--- config.mk ---
export PLATFORM = sky130hd
export DESIGN_NAME = pp_seg_scheduler
export DESIGN_NICKNAME = d
export VERILOG_FILES = /design/src/rtl/sa_pkg.sv /design/src/rtl/pp_credit_cnt.sv /design/src/rtl/pp_seg_scheduler.sv
export SDC_FILE = /design/constraint.sdc
export NUM_CORES = 1
export LEC_CHECK = 0
export CORE_MARGIN = 5
export CORE_UTILIZATION = 50
export CTS_CLUSTER_DIAMETER = 30
export DETAILED_ROUTE_END_ITERATION = 8
export PLACE_DENSITY_LB_ADDON = 0.05
export SLEW_MARGIN = 30
export SYNTH_ARGS = -nofsm -noshare
export SYNTH_HDL_FRONTEND = slang
export SYNTH_HIERARCHICAL = 1
export SYNTH_SLANG_ARGS = --single-unit
--- constraint.sdc ---
create_clock -name clk -period 9.7 [get_ports clk]
set_input_delay 2.425 -clock clk [delete_from_list [all_inputs] [get_ports clk]]
set_output_delay 2.425 -clock clk [all_outputs]
set_load 0.005 [all_outputs]
--- src/rtl/sa_pkg.sv ---
// rtl/sa_pkg.sv - shared FSM state types and bank-credit limits for the segment scheduler
package sa_pkg;

  typedef enum logic {
    ST_IDLE = 1'b0,
    ST_RUN  = 1'b1
  } top_state_e;

  typedef enum logic {
    F_IDLE = 1'b0,
    F_WAIT = 1'b1
  } fill_state_e;

  typedef enum logic [1:0] {
    C_IDLE = 2'd0,
    C_RUN  = 2'd1,
    C_WAIT = 2'd2
  } cons_state_e;

  // Two banks in the ping-pong buffer, so at most two filled-but-unconsumed segments.
  localparam int unsigned FULL_MAX = 2;
  localparam int unsigned CREDIT_W = 2;

endpackage

--- src/rtl/pp_credit_cnt.sv ---
// rtl/pp_credit_cnt.sv - saturating 0..FULL_MAX bank credit counter with sticky over/underflow flag
module pp_credit_cnt
  import sa_pkg::*;
(
  input  logic                clk,
  input  logic                rst,
  input  logic                clr_i,
  input  logic                inc_i,
  input  logic                dec_i,
  output logic [CREDIT_W-1:0] cnt_o,
  output logic                err_o
);

  localparam logic [CREDIT_W-1:0] MaxCnt = CREDIT_W'(FULL_MAX);

  logic [CREDIT_W-1:0] cnt_q, cnt_d;
  logic                err_q, err_d;

  always_ff @(posedge clk or posedge rst) begin
    if (rst) begin
      cnt_q <= '0;
      err_q <= 1'b0;
    end else begin
      cnt_q <= cnt_d;
      err_q <= err_d;
    end
  end

  // Simultaneous inc and dec cancel; a lone inc at max or dec at zero saturates and flags.
  always_comb begin
    cnt_d = cnt_q;
    err_d = err_q;
    if (clr_i) begin
      cnt_d = '0;
      err_d = 1'b0;
    end else if (inc_i && !dec_i) begin
      if (cnt_q == MaxCnt) err_d = 1'b1;
      else                 cnt_d = cnt_q + 1'b1;
    end else if (dec_i && !inc_i) begin
      if (cnt_q == '0) err_d = 1'b1;
      else             cnt_d = cnt_q - 1'b1;
    end
  end

  assign cnt_o = cnt_q;
  assign err_o = err_q;

endmodule

--- src/rtl/pp_seg_scheduler.sv ---
// rtl/pp_seg_scheduler.sv - schedules producer fills and consumer reads of segments through a ping-pong buffer
module pp_seg_scheduler
  import sa_pkg::*;
#(
  parameter int CNT_W   = 16,
  parameter int WORDS_W = 32
) (
  input  logic               clk,
  input  logic               rst,
  input  logic               start,
  input  logic               abort,
  input  logic [CNT_W-1:0]   num_segs,
  input  logic [WORDS_W-1:0] seg_words,
  output logic               busy,
  output logic               done,
  output logic [WORDS_W-1:0] pp_seg_words,
  output logic               pp_fill_req,
  input  logic               pp_fill_done,
  output logic               pp_consume_req,
  output logic               pp_cons_commit,
  input  logic               pp_consume_done,
  output logic               src_start,
  output logic [CNT_W-1:0]   src_seg_idx,
  output logic               cons_start,
  output logic [CNT_W-1:0]   cons_seg_idx,
  input  logic               cons_done,
  output logic               err
);

  top_state_e          state_q, state_d;
  fill_state_e         fstate_q, fstate_d;
  cons_state_e         cstate_q, cstate_d;
  logic [CNT_W-1:0]    num_segs_q, num_segs_d;
  logic [CNT_W-1:0]    fill_cnt_q, fill_cnt_d;
  logic [CNT_W-1:0]    cons_cnt_q, cons_cnt_d;
  logic [CNT_W-1:0]    src_idx_q, src_idx_d;
  logic [CNT_W-1:0]    cons_idx_q, cons_idx_d;
  logic [WORDS_W-1:0]  words_q, words_d;
  logic                busy_q, busy_d;
  logic                done_q, done_d;
  logic                fill_req_q, fill_req_d;
  logic                src_start_q, src_start_d;
  logic                cons_req_q, cons_req_d;
  logic                cons_start_q, cons_start_d;
  logic                commit_q, commit_d;
  logic                err_q, err_d;
  logic                credit_clr, credit_inc, credit_dec, credit_err;
  logic [CREDIT_W-1:0] full_cnt;
  logic                spurious;

  pp_credit_cnt u_credit (
    .clk   (clk),
    .rst   (rst),
    .clr_i (credit_clr),
    .inc_i (credit_inc),
    .dec_i (credit_dec),
    .cnt_o (full_cnt),
    .err_o (credit_err)
  );

  // Buffer handshakes arriving when the matching FSM is not waiting for them.
  assign spurious = (pp_fill_done    && (fstate_q != F_WAIT)) ||
                    (pp_consume_done && (cstate_q != C_WAIT)) ||
                    (cons_done       && (cstate_q != C_RUN));

  always_ff @(posedge clk or posedge rst) begin
    if (rst) begin
      state_q      <= ST_IDLE;
      fstate_q     <= F_IDLE;
      cstate_q     <= C_IDLE;
      num_segs_q   <= '0;
      fill_cnt_q   <= '0;
      cons_cnt_q   <= '0;
      src_idx_q    <= '0;
      cons_idx_q   <= '0;
      words_q      <= '0;
      busy_q       <= 1'b0;
      done_q       <= 1'b0;
      fill_req_q   <= 1'b0;
      src_start_q  <= 1'b0;
      cons_req_q   <= 1'b0;
      cons_start_q <= 1'b0;
      commit_q     <= 1'b0;
      err_q        <= 1'b0;
    end else begin
      state_q      <= state_d;
      fstate_q     <= fstate_d;
      cstate_q     <= cstate_d;
      num_segs_q   <= num_segs_d;
      fill_cnt_q   <= fill_cnt_d;
      cons_cnt_q   <= cons_cnt_d;
      src_idx_q    <= src_idx_d;
      cons_idx_q   <= cons_idx_d;
      words_q      <= words_d;
      busy_q       <= busy_d;
      done_q       <= done_d;
      fill_req_q   <= fill_req_d;
      src_start_q  <= src_start_d;
      cons_req_q   <= cons_req_d;
      cons_start_q <= cons_start_d;
      commit_q     <= commit_d;
      err_q        <= err_d;
    end
  end

  always_comb begin
    state_d      = state_q;
    fstate_d     = fstate_q;
    cstate_d     = cstate_q;
    num_segs_d   = num_segs_q;
    fill_cnt_d   = fill_cnt_q;
    cons_cnt_d   = cons_cnt_q;
    src_idx_d    = src_idx_q;
    cons_idx_d   = cons_idx_q;
    words_d      = words_q;
    err_d        = err_q;
    done_d       = 1'b0;
    fill_req_d   = 1'b0;
    src_start_d  = 1'b0;
    cons_req_d   = 1'b0;
    cons_start_d = 1'b0;
    commit_d     = 1'b0;
    credit_clr   = 1'b0;
    credit_inc   = 1'b0;
    credit_dec   = 1'b0;

    if (abort) begin
      // Abort outranks everything, including error capture and job completion.
      state_d    = ST_IDLE;
      fstate_d   = F_IDLE;
      cstate_d   = C_IDLE;
      fill_cnt_d = '0;
      cons_cnt_d = '0;
      src_idx_d  = '0;
      cons_idx_d = '0;
      credit_clr = 1'b1;
    end else begin
      err_d = err_q || spurious || credit_err;
      case (state_q)
        ST_IDLE: begin
          if (start) begin
            err_d = 1'b0;
            if (num_segs != '0) begin
              state_d    = ST_RUN;
              num_segs_d = num_segs;
              words_d    = seg_words;
              fill_cnt_d = '0;
              cons_cnt_d = '0;
              src_idx_d  = '0;
              cons_idx_d = '0;
              credit_clr = 1'b1;
            end else begin
              done_d = 1'b1;
            end
          end
        end

        ST_RUN: begin
          case (fstate_q)
            F_IDLE: begin
              if ((fill_cnt_q < num_segs_q) && (full_cnt < CREDIT_W'(FULL_MAX))) begin
                fstate_d    = F_WAIT;
                fill_req_d  = 1'b1;
                src_start_d = 1'b1;
                src_idx_d   = fill_cnt_q;
              end
            end
            F_WAIT: begin
              if (pp_fill_done) begin
                fstate_d   = F_IDLE;
                fill_cnt_d = fill_cnt_q + 1'b1;
                credit_inc = 1'b1;
              end
            end
            default: fstate_d = F_IDLE;
          endcase

          case (cstate_q)
            C_IDLE: begin
              if (full_cnt != '0) begin
                cstate_d     = C_RUN;
                cons_req_d   = 1'b1;
                cons_start_d = 1'b1;
                cons_idx_d   = cons_cnt_q;
              end
            end
            C_RUN: begin
              if (cons_done) begin
                cstate_d = C_WAIT;
                commit_d = 1'b1;
              end
            end
            C_WAIT: begin
              if (pp_consume_done) begin
                cstate_d   = C_IDLE;
                cons_cnt_d = cons_cnt_q + 1'b1;
                credit_dec = 1'b1;
                if ((cons_cnt_q + 1'b1) == num_segs_q) begin
                  state_d  = ST_IDLE;
                  fstate_d = F_IDLE;
                  done_d   = 1'b1;
                end
              end
            end
            default: cstate_d = C_IDLE;
          endcase
        end

        default: state_d = ST_IDLE;
      endcase
    end

    busy_d = (state_d == ST_RUN);
  end

  assign busy           = busy_q;
  assign done           = done_q;
  assign pp_seg_words   = words_q;
  assign pp_fill_req    = fill_req_q;
  assign src_start      = src_start_q;
  assign src_seg_idx    = src_idx_q;
  assign pp_consume_req = cons_req_q;
  assign cons_start     = cons_start_q;
  assign cons_seg_idx   = cons_idx_q;
  assign pp_cons_commit = commit_q;
  assign err            = err_q;

endmodule

==> results, run 1 <==
- The flow ran to the end, and the final reports show no timing, DRC or antenna violations.
- The number of distinct library cells after synthesis is 61.
- The starting density of the core is 51.3%.
- The sum of net half-perimeters after detailed placement is 11300 um.
- The chip width is 121 um.
- The number of gates resized after cts is 0.
- At the pin with the least slew margin, the transition time is 0.862 ns.
- The TritonCTS sink count is 124.
- The detailed-router iteration count before antenna repair is 5.
- In this run the static leakage power is 3.44 nW.
- The clock arrives with 0.00792 ns of skew.
- The portion of the post-synthesis area used by sequential elements is 50.1%.
- The first global-routing pass estimated 26100 um of wire.
- The worst setup path is launched from a primary input.
- For the worst setup path, the data arrival time is 5.17 ns.
- The multi-input combinational cell area is 0.00284 mm^2.
- Across all layers, the routed design uses 5012 vias.
- Synthesis inferred 124 register bits.
- The finished layout holds 887 standard cells, fillers aside.
- The antenna diode instance count is 0.
- In this run the power density over the cells is 181 mW/mm^2.
- Data on the critical path is required at its endpoint by 9.95 ns.
- The sequential cells in the finished layout cover a total of 0.00310 mm^2.
- The core box area is 0.0121 mm^2.
- Synthesis handed over a netlist of 589 instances.
- After routing the design area is 0.00815 mm^2.
- The number of warnings issued by yosys is 6.
- The post-route clock period utilization is 50.7%.
- After clock tree synthesis, the clock-pin slew on the worst setup and hold paths is 0.05 ns.
- In this run the power spent charging and discharging nets is 351 uW.
- The final weighted congestion in routability-driven placement is 0.886.
- After detailed routing, the number of remaining DRC violations is 0.
- After synthesis, the most frequently instantiated cells are sky130_fd_sc_hd__dfrtp_1, sky130_fd_sc_hd__nand2_1, sky130_fd_sc_hd__o21ai_0.
- The largest total area in the synthesized netlist belongs to sky130_fd_sc_hd__dfrtp_1.
- Buffers inserted during clock tree synthesis total 17.
- The CTS tree is yes.
- Across the run, the number of max-cap violations was 0.
- The area enclosed by the die boundary is 0.0147 mm^2.
- The per-cell via count in the routed design is 5.65.
- Across the VDD grid, the largest voltage drop is 0.000130 V.
- Entering global routing, the biggest net connects 71 pins.
- Counting I/O delays and the setup requirement, the final critical path takes 4.92 ns.
- The net count of the mapped netlist is 661.
- In this run the biggest area consumer among cell types represents 50.1% of the synthesized area.
- The initial antenna violation count is 0.
- The relative slew slack is 42.5%.
- Based on the critical path, the design can be clocked at up to 203 MHz.
- The area growth from synthesis to final layout is 31.5%.
- Including well taps, the total number of placed cells is 855.
- The placed cell area is 0.00753 mm^2.
- The worst setup path is captured at a flip-flop.
- Net switching is 23.8% of the power.
- The post-route total power is 1.47 mW.
- The cts-stage hold buffer count is 0.
- After synthesis, the cell types taking the most area are sky130_fd_sc_hd__dfrtp_1, sky130_fd_sc_hd__mux2_2, sky130_fd_sc_hd__o21ai_0.
- The setup path with the least slack is of type in -> reg.
- In this run the worst hold path is classified as reg -> reg.
- A synthesized cell averages 10.5 um^2.
- In this run, the number of DRC markers left after iteration 0 of detailed routing was 291.
- In this run the worst path has a maximum fanout of 32.
- The cell with the most instances after synthesis is sky130_fd_sc_hd__dfrtp_1.
- The total global routing track utilization is 22.3%.
- The combinational share of power is 15.7%.
- Fill cells in the final layout number 960.
- In the synthesized netlist the dominant register cell turns out to be sky130_fd_sc_hd__dfrtp_1.
- The hold violation total from the final report was 0.
- The number of buffer cells added on primary ports is 126.
- After synthesis the cells add up to 0.00619 mm^2.
- Yosys mapped a number of flops with a built-in enable equal to 0.
- Buffers added to address setup during post-CTS repair amount to 0.
- In this run the remaining antenna-violating nets after routing total 0.
- The count of pins over their slew limit is 0.
- For this design the top-level I/O count stands at 127.
- The total detailed-routing wirelength is 15600 um.
- The via count of the first global-routing pass is 5148.
- The H-tree was split into 4 levels.
- The share of synthesized flip-flops with an asynchronous set or reset is 100%.
- The global route total overflow is 0.
- The share of post-route cells with drive strength above 1 is 12.0%.
- The clock latency on the worst-skew pair is 0.41 ns.
- The vertical extent of the die is 121 um.
- The internal power summed over all cells is 1.12 mW.
- The tree is rooted in a sky130_fd_sc_hd__clkbuf_16.
- After routing, the total negative slack on setup checks comes to 0 ns.
- Setup violations remaining at the end of the flow were counted as 0.
- The fraction of power consumed by the clock network is 43.5%.
- The clock passes through at most 2 buffers.
- The routed length per instance is 17.6 um.
- The floorplan has 40 rows.
- Measured on the finished design, the core utilization comes to 67.5%.
- The final net count is 778.
- Setup repair after global routing left no endpoint under its margin.
- The power share of the sequential group is 40.8%.
## logic make-up (layout without fill, tap and decap cells)
kind of cell	count (synthesis)	count (layout)	synth area share, %
AO/OA/AOI/OAI	132	132	14.0
XOR/XNOR	24	24	3.39
adder cells (fa/ha/maj)	17	17	3.43
buffers and inverters	56	186	4.28
flip-flops	124	124	50.1
multiplexers	50	50	9.05
AND/OR/NAND/NOR	186	186	15.7
## metrics by stage
stage | hold slack, ns | worst slack, ns
after floorplan | 0.467 | 4.06
after global placement | 0.463 | 4.19
after detailed placement | 0.475 | 4.02
after CTS | 0.486 | 4.42
after global routing | 0.507 | 4.59
final | 0.481 | 4.78
## layout make-up
class | instances | area share [%]
inverters | 26 | 1.23
clock inverters | 5 | 0.952
well taps | 168 | 2.58
flip-flops and latches | 124 | 38.1
multi-input cells | 409 | 34.9
clock buffers | 27 | 6.54
repair buffers | 128 | 15.7
## metal layers
layer | global-route usage (%) | up-vias | routed length, um
met5 | 0 | - | 0
met4 | 8.05 | 0 | 272
met3 | 8.30 | 23 | 1360
met2 | 35.1 | 171 | 7180
met1 | 28.2 | 2472 | 6760
li1 | - | 2346 | -
## worst max-delay path, cell delays in order
cell	delay, ns
sky130_fd_sc_hd__clkdlybuf4s50_1	0.44
sky130_fd_sc_hd__or4_1	0.65
sky130_fd_sc_hd__o41ai_4	0.50
sky130_fd_sc_hd__o21ai_2	0.33
sky130_fd_sc_hd__nor2b_4	0.60
sky130_fd_sc_hd__o21ai_0	0.21
## power groups by stage
stage	Clock (mW)	Sequential (mW)	Combinational [mW]
floorplan	0	0.603	0.115
global placement	0	0.607	0.227
detailed placement	0	0.610	0.232
CTS	0.653	0.602	0.235
global route	0.677	0.608	0.255
finish	0.641	0.602	0.232
## placed cells by master, fill, tap and decap left out, types with 24 or more instances in the layout
master                            instances
sky130_fd_sc_hd__a21oi_1                 24
sky130_fd_sc_hd__nand2_1                 64
sky130_fd_sc_hd__clkdlybuf4s50_1        126
sky130_fd_sc_hd__mux2_2                  39
sky130_fd_sc_hd__dfrtp_1                124
sky130_fd_sc_hd__nor2_1                  31
sky130_fd_sc_hd__o21ai_0                 53
sky130_fd_sc_hd__inv_1                   25
## path summary, 6_finish.rpt
path	startpoint	endpoint	slack, ns	cells after the start
setup reg to reg	cons_cnt_q[0]	fstate_q	6.87	8
max in group asynchronous	rst	pp_seg_words[18]	6.14	3
hold / removal	cons_seg_idx[12]	cons_seg_idx[12]	0.48	2
setup / recovery	num_segs[0]	cons_seg_idx[13]	4.78	6
min in group asynchronous	rst	u_credit/cnt_o[1]	2.28	2
hold reg to reg	cons_seg_idx[12]	cons_seg_idx[12]	0.48	2
## sequential cells by signal, summed over array words and instances, names as in the netlist, 2 cells and up
| signal | flops |
|---|---|
| fill_cnt_q | 16 |
| cstate_q | 2 |
| cons_cnt_q | 16 |
| u_credit/cnt_o | 2 |
| pp_seg_words | 32 |
| num_segs_q | 16 |
| cons_seg_idx | 16 |
| src_seg_idx | 16 |
Power figures use the tool's default switching activity.
==> run 2, diff against run 1 <==
--- a/config.mk
+++ b/config.mk
@@ -6,7 +6,7 @@
 export NUM_CORES = 1
 export LEC_CHECK = 0
 export CORE_MARGIN = 5
-export CORE_UTILIZATION = 50
+export CORE_UTILIZATION = 47
 export CTS_CLUSTER_DIAMETER = 30
 export DETAILED_ROUTE_END_ITERATION = 8
 export PLACE_DENSITY_LB_ADDON = 0.05
==> constraint.sdc (replaced) <==
create_clock -name clk -period 4.2 [get_ports clk]
set_input_delay 1.05 -clock clk [delete_from_list [all_inputs] [get_ports clk]]
set_output_delay 1.05 -clock clk [all_outputs]
set_load 0.005 [all_outputs]
==> results, run 2 (synthesis results as in run 1) <==
- Outcome: finished, final reports clean (unchanged).
- The global-route wire length before repair was 27000 um (was 26100 um).
- The pre-CTS setup slack was 0.549 ns (was 4.02 ns).
- The per-cell via count in the routed design came to 5.57 (was 5.65).
- The actual transition at the worst max-transition pin is 0.701 ns (was 0.862 ns).
- The number of cells on the worst reg-to-reg path is 8 (unchanged).
- The nature of the critical path endpoint is a flip-flop (unchanged).
- The total detailed-routing wirelength came to 15800 um (was 15600 um).
- The kind of cell with the highest combined delay on the critical path is simple AND/OR/NAND/NOR gates (unchanged).
- The share of post-route cells with drive strength above 1 came to 12.2% (was 12.0%).
- Commonest non-fill, non-tap cells in the layout: sky130_fd_sc_hd__clkdlybuf4s50_1, sky130_fd_sc_hd__dfrtp_1, sky130_fd_sc_hd__nand2_1, sky130_fd_sc_hd__o21ai_0, sky130_fd_sc_hd__mux2_2 (unchanged).
- The number of buffers on the longest clock path is 2 (unchanged).
- The number of buffers inserted during clock tree synthesis came to 17 (unchanged).
- The maximum clock frequency is 307 MHz.
- The via count of the first global-routing pass came to 5232 (was 5148).
- The max-cap violation count is 0 (unchanged).
- The clock latency on the worst-skew pair is 0.41 ns (about the same).
- The root buffer cell is sky130_fd_sc_hd__clkbuf_16 (unchanged).
- The highest ir drop seen on vdd is 0.000308 V (was 0.000130 V).
- The final cell count without fillers is 897 (was 887).
- The critical path's largest stage delay was 0.64 ns (was 0.65 ns).
- The clock transition at the register clock pins on the worst setup and hold paths after CTS is 0.05 ns (about the same).
- The storage element area was 0.00310 mm^2 (unchanged).
- The number of gates resized after cts was 0 (unchanged).
- The smallest setup slack after layout is 0.948 ns (was 4.78 ns).
- The site row count is 42 (was 40).
- The number of antenna-violating nets in the routed design is 0 (unchanged).
- Worst path cell trace: clkdlybuf4s50_1, or4_1, o41ai_4, nand2b_2, buf_12, mux2_2 (was clkdlybuf4s50_1, or4_1, o41ai_4, o21ai_2, nor2b_4, o21ai_0).
- The CTS tree is yes (unchanged).
- The final net count is 782 (was 778).
- The multi-input combinational cell area is 0.00283 mm^2 (was 0.00284 mm^2).
- The number of buffer cells added on primary ports is 126 (unchanged).
- The power density relative to cell area is 414 mW/mm^2 (was 181 mW/mm^2).
- The top-level I/O count is 127 (unchanged).
- The hold violation total from the final report is 0 (unchanged).
- The setup fix buffers added after clock tree synthesis was 0 (unchanged).
- The sum of net half-perimeters after detailed placement came to 11300 um (about the same).
- The chip width was 125 um (was 121 um).
- The flip-flop count of the largest register after layout is 32 (unchanged).
- The smallest clock period supported by the final layout is computed as 3.25 ns.
- The number of remaining DRC errors came to 0 (unchanged).
- The path type of the worst min-delay path is reg -> reg (unchanged).
- The startpoint class of the critical path is a primary input (unchanged).
- The largest net degree at the start of global routing is 122 (was 71).
- The most common library cell in the layout ignoring fill and taps is sky130_fd_sc_hd__clkdlybuf4s50_1 (unchanged).
- The relative slew slack is 53.3% (was 42.5%).
- The hold-critical path depth is 2 (unchanged).
- The global route total overflow came to 0 (unchanged).
- The number of cells after detailed placement is 867 (was 855).
- The worst min-delay path endpoint is cons_seg_idx[12] (unchanged).
- The detailed-router iteration count before antenna repair is 4 (was 5).
- The starting density of the core is 47.3% (was 51.3%).
- The final weighted congestion in routability-driven placement is 0.847 (was 0.886).
- The routed length per instance is 17.6 um (about the same).
- The TritonCTS sink count is 124 (unchanged).
- RSZ-0062 raised after global routing: false (unchanged).
- The area growth from synthesis to final layout is 31.9% (was 31.5%).
- The reg2reg setup slack is 1.32 ns (was 6.87 ns).
- The data required time of the worst path was 4.49 ns (was 9.95 ns).
- The start of the worst register-to-register path is cons_cnt_q[0] (unchanged).
- The count of pins over their slew limit is 0 (unchanged).
- The final worst clock skew is 0.00633 ns (was 0.00792 ns).
- The largest fanout of any net on the critical path is 49 (was 32).
- The antenna diode instance count is 0 (unchanged).
- The worst path uses 77.4% of the clock period.
- The filler cell count is 1062 (was 960).
- The cts-stage hold buffer count is 0 (unchanged).
- The total global routing track utilization is 21.4% (was 22.3%).
- The startpoint of the worst hold path was cons_seg_idx[12] (unchanged).
- The initial antenna violation count was 0 (unchanged).
- The buffering stage count on the worst path with inverters included is 2 (was 1).
- The worst-path cell with the longest stage delay is sky130_fd_sc_hd__or4_1 (unchanged).
- The initial DRC count was 382 (was 291).
- The area enclosed by the die boundary is 0.0156 mm^2 (was 0.0147 mm^2).
- The count of final setup violators is 0 (unchanged).
- The endpoint of the worst register-to-register path is fstate_q (unchanged).
- The logic depth of the worst setup path including buffers came to 6 (unchanged).
- The number of levels in the clock H-tree is 4 (unchanged).
- The vertical extent of the die is 125 um (was 121 um).
- The aggregate negative setup slack came to 0 ns (unchanged).
- The data arrival at the endpoint of the critical path is 3.54 ns (was 5.17 ns).
- The leakage power is 3.43 nW (was 3.44 nW).
- The total via count after detailed routing came to 4997 (was 5012).
- The type of the worst setup path is in -> reg (unchanged).
- The core box area is 0.0131 mm^2 (was 0.0121 mm^2).
- The share of the core filled with cells came to 62.4% (was 67.5%).
run 2: changes by cell type in the layout (fill, tap and decap cells not counted), moves of 2 or more:
cell                       delta
sky130_fd_sc_hd__buf_12       +2
sky130_fd_sc_hd__buf_4        +3
sky130_fd_sc_hd__clkbuf_8     -5
sky130_fd_sc_hd__clkinv_2     +2
run 2: final cells by class:
cell class	count	area share, %
Timing Repair Buffer	132	16.3
Inverter	26	1.24
Tap cell	176	2.70
Multi-Input combinational cell	409	34.7
Clock inverter	8	1.44
Sequential cell	124	38.0
Clock buffer	22	5.68
run 2: metrics by stage:
stage	cell area [um^2]	power (mW)	hold slack (ns)
2_1_floorplan	6200	1.66	0.467
3_3_place_gp	7580	1.94	0.462
3_5_place_dp	7590	1.95	0.470
4_1_cts	8170	3.42	0.482
5_1_grt	8170	3.54	0.514
6_report	8170	3.38	0.471
run 2: routing by layer:
metal / vias to the layer above / wire length (um) / part of all wire, % / GRT usage, %
li1: 2352 / - / - / -
met1: 2430 / 6990 / 44 / 27.5
met2: 184 / 7030 / 44 / 32.0
met3: 31 / 1410 / 8.9 / 8.70
met4: 0 / 380 / 2.4 / 8.83
met5: - / 0 / 0 / 0
run 2: tightest hold or removal path, stage by stage, from the launching register on:
cell                      delay, ns
sky130_fd_sc_hd__dfrtp_1       0.34
sky130_fd_sc_hd__nand2_1       0.04
sky130_fd_sc_hd__o21ai_0       0.05
run 2: worst max-delay path by stage:
stage / from / to / slack, ns
floorplan: num_segs[10] / num_segs_q[15] / 1.18
global placement: num_segs[14] / pp_seg_words[10] / 0.66
detailed placement: num_segs[10] / pp_seg_words[24] / 0.55
CTS: num_segs[10] / pp_seg_words[24] / 0.98
global route: num_segs[10] / pp_seg_words[17] / 0.87
finish: num_segs[10] / num_segs_q[1] / 0.95
run 2: where the power goes:
part	leakage (nW)	internal, mW	switching, mW	total, mW
sequential	1.62	1.30	0.0865	1.39
clock	0.286	0.952	0.498	1.45
combinational	1.53	0.312	0.225	0.537
==> run 3, diff against run 2 <==
--- a/config.mk
+++ b/config.mk
@@ -6,7 +6,7 @@
 export NUM_CORES = 1
 export LEC_CHECK = 0
 export CORE_MARGIN = 5
-export CORE_UTILIZATION = 47
+export CORE_UTILIZATION = 50
 export CTS_CLUSTER_DIAMETER = 30
 export DETAILED_ROUTE_END_ITERATION = 8
 export PLACE_DENSITY_LB_ADDON = 0.05
==> constraint.sdc (replaced) <==
create_clock -name clk -period 3.2 [get_ports clk]
set_input_delay 0.8 -clock clk [delete_from_list [all_inputs] [get_ports clk]]
set_output_delay 0.8 -clock clk [all_outputs]
set_load 0.005 [all_outputs]
==> results, run 3 (synthesis results as in run 1) <==
- Outcome: finished, final reports clean (unchanged).
- The endpoint of the worst register-to-register path is fstate_q (unchanged).
- The final net count came to 794 (was 782).
- The maximum clock frequency is 350 MHz.
- The chip width is 121 um (was 125 um).
- The kind of cell with the highest combined delay on the critical path is simple AND/OR/NAND/NOR gates (unchanged).
- The number of buffer cells added on primary ports is 126 (unchanged).
- The clock transition at the register clock pins on the worst setup and hold paths after CTS is 0.06 ns (was 0.05 ns).
- The global route total overflow is 0 (unchanged).
- In this design, the critical path's most frequently occurring cell is sky130_fd_sc_hd__nand4_1.
- The hold violation total from the final report is 0 (unchanged).
- The final weighted congestion in routability-driven placement was 0.897 (was 0.847).
- The post-route total power is 4.69 mW (was 3.38 mW).
- The total global routing track utilization is 23.1% (was 21.4%).
- The number of antenna-violating nets in the routed design was 0 (unchanged).
- The max-cap violation count is 0 (unchanged).
- The per-cell via count in the routed design was 5.62 (was 5.57).
- The detailed-router iteration count before antenna repair is 5 (was 4).
- The highest ir drop seen on vdd is 0.000426 V (was 0.000308 V).
- The hold-critical path depth is 2 (unchanged).
- The most common library cell in the layout ignoring fill and taps is sky130_fd_sc_hd__clkdlybuf4s50_1 (unchanged).
- The nature of the critical path endpoint is a flip-flop (unchanged).
- The worst min-delay path endpoint is cons_seg_idx[12] (unchanged).
- The clock latency on the worst-skew pair came to 0.42 ns (was 0.41 ns).
- The type of the worst setup path is reg -> reg (was in -> reg).
- The CTS tree is yes (unchanged).
- The count of final setup violators is 0 (unchanged).
- The data arrival at the endpoint of the critical path was 3.17 ns (was 3.54 ns).
- The area growth from synthesis to final layout was 35.0% (was 31.9%).
- The reg2reg setup slack was 0.34 ns (was 1.32 ns).
- The global-route wire length before repair came to 26900 um (was 27000 um).
- The initial antenna violation count is 0 (unchanged).
- The path type of the worst min-delay path is reg -> reg (unchanged).
- The number of cells after detailed placement was 871 (was 867).
- The flip-flop count of the largest register after layout is 32 (unchanged).
- RSZ-0062 raised after global routing: false (unchanged).
- Worst path cell trace: ha_1, nand4_1, or4_1, xnor2_1, nand4_1, a21oi_1, o2111ai_1, a32o_1 (was clkdlybuf4s50_1, or4_1, o41ai_4, nand2b_2, buf_12, mux2_2).
- The root buffer cell is sky130_fd_sc_hd__clkbuf_16 (unchanged).
- The leakage power was 3.53 nW (was 3.43 nW).
- The post-route clock period utilization is 89.2%.
- The starting density of the core came to 51.3% (was 47.3%).
- The area enclosed by the die boundary is 0.0147 mm^2 (was 0.0156 mm^2).
- The initial DRC count is 455 (was 382).
- The number of remaining DRC errors came to 0 (unchanged).
- The number of buffers inserted during clock tree synthesis is 17 (unchanged).
- The routed length per instance is 17.7 um (was 17.6 um).
- The largest fanout of any net on the critical path is 7 (was 49).
- The startpoint of the worst hold path is cons_seg_idx[12] (unchanged).
- The antenna diode instance count is 0 (unchanged).
- The via count of the first global-routing pass is 5221 (was 5232).
- The startpoint class of the critical path is a flip-flop (was primary input).
- The final worst clock skew is 0.00804 ns (was 0.00633 ns).
- The hold slack is 0.475 ns (was 0.471 ns).
- The total detailed-routing wirelength is 16000 um (was 15800 um).
- The share of post-route cells with drive strength above 1 came to 14.1% (was 12.2%).
- The actual transition at the worst max-transition pin was 0.707 ns (was 0.701 ns).
- The core box area is 0.0121 mm^2 (was 0.0131 mm^2).
- The final cell count without fillers was 903 (was 897).
- The share of the core filled with cells came to 69.3% (was 62.4%).
- The vertical extent of the die is 121 um (was 125 um).
- The count of pins over their slew limit is 0 (unchanged).
- The TritonCTS sink count was 124 (unchanged).
- The clock period minus worst slack is 2.86 ns.
- The power density relative to cell area is 561 mW/mm^2 (was 414 mW/mm^2).
- The filler cell count is 897 (was 1062).
- The cts-stage hold buffer count was 0 (unchanged).
- The largest net degree at the start of global routing was 122 (unchanged).
- The number of levels in the clock H-tree was 4 (unchanged).
- The site row count was 40 (was 42).
- The start of the worst register-to-register path is cons_cnt_q[0] (unchanged).
- The smallest setup slack after layout is 0.345 ns (was 0.948 ns).
- The top-level I/O count is 127 (unchanged).
- The number of buffers on the longest clock path is 2 (unchanged).
- The number of gates resized after cts is 0 (unchanged).
- The relative slew slack is 52.8% (was 53.3%).
- The pre-CTS setup slack is -0.0310 ns (was 0.549 ns).
- The number of cells on the worst reg-to-reg path is 8 (unchanged).
- The worst-path cell with the longest stage delay is sky130_fd_sc_hd__or4_1 (unchanged).
- The data required time of the worst path is 3.51 ns (was 4.49 ns).
- The total via count after detailed routing is 5071 (was 4997).
- Commonest non-fill, non-tap cells in the layout: sky130_fd_sc_hd__clkdlybuf4s50_1, sky130_fd_sc_hd__dfrtp_1, sky130_fd_sc_hd__nand2_1, sky130_fd_sc_hd__o21ai_0, sky130_fd_sc_hd__mux2_2 (unchanged).
- The critical path's largest stage delay is 0.54 ns (was 0.64 ns).
- The setup fix buffers added after clock tree synthesis is 0 (unchanged).
- The sum of net half-perimeters after detailed placement was 11400 um (was 11300 um).
- The buffering stage count on the worst path with inverters included is 0 (was 2).
==> run 3: cell count changes in the layout (fill, tap and decap cells not counted), moves of 2 or more <==
cell,delta
sky130_fd_sc_hd__buf_12,+3
sky130_fd_sc_hd__buf_4,+9
sky130_fd_sc_hd__clkbuf_1,-2
sky130_fd_sc_hd__bufinv_16,+2
sky130_fd_sc_hd__clkinv_2,-3
sky130_fd_sc_hd__clkinv_4,+4
==> run 3: power by group <==
group          internal (mW)  switching [mW]  leakage, nW
sequential              1.71           0.112         1.62
clock                   1.41           0.734        0.314
combinational          0.427           0.303         1.60
total                   3.54            1.15         3.53
==> run 3: how the worst max path moves through the flow <==
stage | startpoint | to | slack, ns | cells after the start
2_1_floorplan | num_segs[10] | num_segs_q[15] | 0.43 | 6
3_3_place_gp | num_segs[0] | pp_seg_words[16] | 0.006 | 6
3_5_place_dp | num_segs[0] | num_segs_q[1] | -0.03 | 6
4_1_cts | cons_cnt_q[0] | fstate_q | 0.40 | 8
5_1_grt | cons_cnt_q[0] | fstate_q | 0.19 | 8
6_report | cons_cnt_q[0] | fstate_q | 0.34 | 8
==> run 3: per-stage QoR <==
| stage | area (um^2) | TNS (ns) |
|---|---|---|
| final | 8360 | 0 |
| after global routing | 8360 | 0 |
| after CTS | 8360 | 0 |
| after detailed placement | 7700 | -0.644 |
| after global placement | 7700 | 0 |
| after floorplan | 6200 | 0 |
==> run 3: cell type report <==
cell class / count / area (um^2) / area share, %
clock buffer: 19 / 443 / 5.30
clock inverter: 13 / 214 / 2.56
inverter: 26 / 101 / 1.21
multi-input combinational: 409 / 2830 / 33.9
sequential: 124 / 3100 / 37.1
tap: 168 / 210 / 2.51
timing repair buffer: 144 / 1460 / 17.4
==> run 3: layer usage <==
metal	up-vias	wire length (um)	global-route usage [%]
met5	-	0	0
met4	0	157	6.02
met3	18	1480	10.3
met2	165	7200	35.2
met1	2503	7190	30.1
li1	2385	-	-
==> run 3: worst register-to-register path, cell delays in order, from the launching register on <==
cell	delay, ns
sky130_fd_sc_hd__dfrtp_1	0.47
sky130_fd_sc_hd__ha_1	0.34
sky130_fd_sc_hd__nand4_1	0.28
sky130_fd_sc_hd__or4_1	0.54
sky130_fd_sc_hd__xnor2_1	0.26
sky130_fd_sc_hd__nand4_1	0.14
sky130_fd_sc_hd__a21oi_1	0.17
sky130_fd_sc_hd__o2111ai_1	0.23
sky130_fd_sc_hd__a32o_1	0.31
